--- src/rtl/arith_pkg.sv ---
// Shared arithmetic definitions: mode encodings and
// saturation constants for signed N-bit results.
package arith_pkg;

    localparam logic ARITH_ADD = 1'b0;
    localparam logic ARITH_SUB = 1'b1;

    // Wide enough for any practical datapath; callers truncate to N.
    localparam int SAT_MAXW = 1024;

    function automatic logic [SAT_MAXW-1:0] sat_max(input int n);
        logic [SAT_MAXW-1:0] r;
        r = '0;
        for (int i = 0; i < n - 1; i++) begin
            r[i] = 1'b1;
        end
        return r;
    endfunction

    function automatic logic [SAT_MAXW-1:0] sat_min(input int n);
        logic [SAT_MAXW-1:0] r;
        r = '0;
        r[n-1] = 1'b1;
        return r;
    endfunction

endpackage

--- src/rtl/addsub_pipe_stage.sv ---
// One CW-bit chunk of the pipelined adder plus its payload registers.
// The last stage computes ovf and, with ADDSUB_SAT_EN, saturates sum.
module addsub_pipe_stage
    import arith_pkg::*;
#(
    parameter int N    = 32,
    parameter int CW   = 8,
    parameter int K    = 0,
    parameter bit LAST = 1'b0
) (
    input  logic         clk,
    input  logic         rst,
    input  logic         in_valid,
    output logic         in_ready,
    input  logic [N-1:0] a,
    input  logic [N-1:0] bp,
    input  logic [N-1:0] sum,
    input  logic         carry,
    input  logic         ovf,
    output logic         out_valid,
    input  logic         out_ready,
    output logic [N-1:0] a_q,
    output logic [N-1:0] bp_q,
    output logic [N-1:0] sum_q,
    output logic         carry_q,
    output logic         ovf_q
);

`ifdef ADDSUB_SAT_EN
    localparam logic [N-1:0] SAT_MAX = N'(sat_max(N));
    localparam logic [N-1:0] SAT_MIN = N'(sat_min(N));
`endif

    logic [CW:0]  chunk;
    logic [N-1:0] sum_d;
    logic         ovf_d;

    always_comb begin
        chunk = {1'b0, a[K*CW +: CW]}
              + {1'b0, bp[K*CW +: CW]}
              + {{CW{1'b0}}, carry};
        sum_d = sum;
        sum_d[K*CW +: CW] = chunk[CW-1:0];
        ovf_d = ovf;
        if (LAST) begin
            ovf_d = (a[N-1] == bp[N-1])
                 && (sum_d[N-1] != a[N-1]);
`ifdef ADDSUB_SAT_EN
            if (ovf_d) begin
                sum_d = a[N-1] ? SAT_MIN : SAT_MAX;
            end
`endif
        end
    end

    // Loadable when empty or when the downstream stage drains us.
    assign in_ready = !out_valid || out_ready;

    always_ff @(posedge clk) begin
        if (rst) begin
            out_valid <= 1'b0;
            a_q       <= '0;
            bp_q      <= '0;
            sum_q     <= '0;
            carry_q   <= 1'b0;
            ovf_q     <= 1'b0;
        end else if (in_ready) begin
            out_valid <= in_valid;
            if (in_valid) begin
                a_q     <= a;
                bp_q    <= bp;
                sum_q   <= sum_d;
                carry_q <= chunk[CW];
                ovf_q   <= ovf_d;
            end
        end
    end

endmodule

--- src/rtl/pipelined_addsub.sv ---
// Pipelined N-bit add/sub, one CW-bit chunk per stage, valid/ready both sides.
// Optional signed saturation of sum when ADDSUB_SAT_EN is defined.
module pipelined_addsub
    import arith_pkg::*;
#(
    parameter int N      = 32,
    parameter int STAGES = 4
) (
    input  logic         clk,
    input  logic         rst,
    input  logic         in_valid,
    output logic         in_ready,
    input  logic [N-1:0] a,
    input  logic [N-1:0] b,
    input  logic         mode,
    input  logic         cin,
    output logic         out_valid,
    input  logic         out_ready,
    output logic [N-1:0] sum,
    output logic         cout,
    output logic         ovf
);

    localparam int CW = N / STAGES;

    logic [STAGES:0] vld;
    logic [STAGES:0] rdy;
    logic [STAGES:0] cy;
    logic [STAGES:0] ov;
    logic [N-1:0]    av [STAGES+1];
    logic [N-1:0]    bv [STAGES+1];
    logic [N-1:0]    sv [STAGES+1];
    logic            sub;
    logic            unused_tail;

    assign sub = (mode == ARITH_SUB);

    assign vld[0]  = in_valid;
    assign in_ready = rdy[0];
    assign av[0]   = a;
    assign bv[0]   = sub ? ~b : b;
    assign sv[0]   = '0;
    assign cy[0]   = sub ? ~cin : cin;
    assign ov[0]   = 1'b0;

    for (genvar k = 0; k < STAGES; k++) begin : g_stage
        addsub_pipe_stage #(
            .N    (N),
            .CW   (CW),
            .K    (k),
            .LAST (k == STAGES - 1)
        ) u_stage (
            .clk       (clk),
            .rst       (rst),
            .in_valid  (vld[k]),
            .in_ready  (rdy[k]),
            .a         (av[k]),
            .bp        (bv[k]),
            .sum       (sv[k]),
            .carry     (cy[k]),
            .ovf       (ov[k]),
            .out_valid (vld[k+1]),
            .out_ready (rdy[k+1]),
            .a_q       (av[k+1]),
            .bp_q      (bv[k+1]),
            .sum_q     (sv[k+1]),
            .carry_q   (cy[k+1]),
            .ovf_q     (ov[k+1])
        );
    end

    // Final stage register drives the result port directly.
    assign rdy[STAGES] = out_ready;
    assign out_valid   = vld[STAGES];
    assign sum         = sv[STAGES];
    assign cout        = cy[STAGES];
    assign ovf         = ov[STAGES];

    assign unused_tail = ^{av[STAGES], bv[STAGES]};

endmodule

--- config.mk ---
export PLATFORM = sky130hd
export DESIGN_NAME = pipelined_addsub
export DESIGN_NICKNAME = d
export VERILOG_FILES = /design/src/rtl/arith_pkg.sv /design/src/rtl/addsub_pipe_stage.sv /design/src/rtl/pipelined_addsub.sv
export SDC_FILE = /design/constraint.sdc
export NUM_CORES = 1
export LEC_CHECK = 0
export CORE_MARGIN = 1.5
export CORE_UTILIZATION = 65
export CTS_CLUSTER_SIZE = 8
export DETAILED_ROUTE_END_ITERATION = 8
export PLACE_DENSITY = 0.91
export SLEW_MARGIN = 10
export SYNTH_ARGS = -nofsm -noshare
export SYNTH_HDL_FRONTEND = slang
export SYNTH_HIERARCHICAL = 1
export SYNTH_SLANG_ARGS = --single-unit
--- constraint.sdc ---
create_clock -name clk -period 5.8 [get_ports clk]
set_input_delay 1.16 -clock clk [delete_from_list [all_inputs] [get_ports clk]]
set_output_delay 1.16 -clock clk [all_outputs]
set_load 0.005 [all_outputs]
==> results.md <==
- Outcome: finished, final reports clean
- Reg clk slew, reported paths: 0.06 ns
- Area of the die: 0.0136 mm^2
- GPL Wtd Cong: 0.876
- H-tree levels: 4
- Clk_skew: 0.00806 ns
- CTS tree: done
- PwrDens: 284 mW/mm^2
- Starting Density: 66.5%
- Post-synthesis cell count: 1,020
- Number of antenna diodes: 0
- Max-cap violations: 0
- Most frequent cell on the critical path: nand2b_4
- Vias: 6,992
- Clk root buf: clkbuf_16
- Initial antenna violation count: 0
- DIE WIDTH: 117 um
- Post-Syn Area: 0.00840 mm^2
- Crit path max fanout: 5
- Chip height: 117 um
- Max-slew violation count: 0
- WL per Instance: 14.9 um
- Max stage delay on crit path: 0.50 ns
- Post-synthesis average cell area: 8.23 um^2
- DRC Markers: 0
- Largest net degree at the start of global routing: 168
- Row count: 41
- DR iter-0 viols: 698
- Worst-path cell chain: clkdlybuf4s50_1, nand2b_4, nand2b_4, nand2b_4, nand2b_4, clkdlybuf4s50_1
- Clk buf depth: 2
- Detailed Place HPWL: 11.7 mm
- Clock Latency Late Sink: 0.42 ns
- Slowest stage cell, crit path: clkdlybuf4s50_1
- # setup viols final: 0
- Area of the multi-input gates: 0.00414 mm^2
- Max Freq: 0.254 GHz
- Crit path DAT: 2.78 ns
- Commonest non-fill, non-tap cell in the layout: nand2_1
- Critical Path End Type: output pin
- Hold Crit Class: flop to flop
- Syn_nets: 1,126
- Area grow syn2layout: 15.9%
- Fin. Hold Viols: 0
- Critical Path Source Type: primary input
- Final setup TNS: 0 ns
- Total Power: 0.00276 W
- Layout cells sized above 1: 5.74%
- Worst VDD drop: 214 uV
- Final critical-path required period: 3.94 ns
- FILL cells: 928
- Final WL: 18.3 mm
- Leak: 3.61 nW
- Synth warn: 6
- Post-CTS setup buffer count: 0
- Layout Nets: 1,156
- Io pins: 106
- Worst Setup Path Type: primary input to output pin
- Total track usage: 28.0%
- Congestion Overflow GR: 0
- CTS resizes: 0
- First drt pass iteration count: 5
- Number of global-route vias before repair: 6,237
- First-pass GRT wire length: 30.0 mm
- Register area: 0.00370 mm^2
- RSZ-0062 raised after global routing: no
- Port buffer count: 105
- Clk sink count: 185
- CTS Buf Count: 17
- Core area: 0.0126 mm^2
- Via density: 5.67
- CTS Hold Bufs: 0
- Most frequent cells in the layout: nand2_1, dfxtp_1, a21oi_1
- Least-Margin Pin Slew: 1.14 ns
- Routed Antenna Nets: 0
- Final worst path period share: 67.9%
- Worst slew margin: 23.7%
- Worst EP required: 4.64 ns
-- path summary, 6_finish.rpt --
check	start	slack, ns	end	cells after the start
worst max-delay path	out_ready	1.86	in_ready	6
worst min register to register	g_stage[2].u_stage/sum_q[13]$_SDFFE_PP0P_	0.45	g_stage[3].u_stage/sum_q[13]$_SDFFE_PP0P_	2
worst min-delay path	g_stage[2].u_stage/sum_q[13]$_SDFFE_PP0P_	0.45	g_stage[3].u_stage/sum_q[13]$_SDFFE_PP0P_	2
worst max register to register	g_stage[3].u_stage/out_valid$_SDFFE_PP0N_	3.26	g_stage[0].u_stage/sum_q[7]$_SDFFE_PP0P_	7
-- per-stage QoR --
stage | instance area, um^2 | util, % | cells | hold slack (ns) | worst slack, ns
5_1_grt | 9730 | 77.1 | 1234 | 0.466 | 1.81
6_report | 9730 | 77.1 | 1234 | 0.453 | 1.86
3_5_place_dp | 9150 | 72.5 | 1203 | 0.442 | 1.89
2_1_floorplan | 8400 | - | 1020 | 0.427 | 2.49
3_3_place_gp | 9150 | 72.5 | 1203 | 0.438 | 1.89
4_1_cts | 9730 | 77.1 | 1234 | 0.452 | 1.86
-- registers in the layout, summed over array words and instances (netlist names) --
signal / count
g_stage.u_stage/a_q: 48
g_stage.u_stage/carry_q: 4
g_stage.u_stage/ovf_q: 1
g_stage.u_stage/sum_q: 80
g_stage.u_stage/out_valid: 4
g_stage.u_stage/bp_q: 48
-- report_power, final --
group	switching [W]	internal (W)
sequential	0.0000283	0.00131
combinational	0.000161	0.000121
clock	0.000478	0.000657
-- layer usage --
| layer | part of all wire (%) | wire length [um] | vias up | global-route usage, % |
|---|---|---|---|---|
| li1 | - | - | 3461 | - |
| met2 | 48 | 8830 | 240 | 46.8 |
| met4 | 1.9 | 348 | 0 | 10.0 |
| met1 | 45 | 8240 | 3261 | 37.1 |
| met5 | 0 | 0 | - | 0 |
| met3 | 5.0 | 925 | 30 | 4.31 |
-- cell type report --
cell class / instances / area share (%)
Multi-Input combinational cell: 733 / 42.5
Sequential cell: 185 / 38.1
Timing Repair Buffer: 109 / 11.1
Clock buffer: 21 / 4.73
Tap cell: 172 / 2.21
Clock inverter: 10 / 1.23
Inverter: 4 / 0.154
-- critical path, delay by kind of cell --
family / cells / cell delay, ns
buffers and inverters: 2 / 0.96
AND/OR/NAND/NOR: 4 / 0.65
Power figures use the tool's default switching activity.
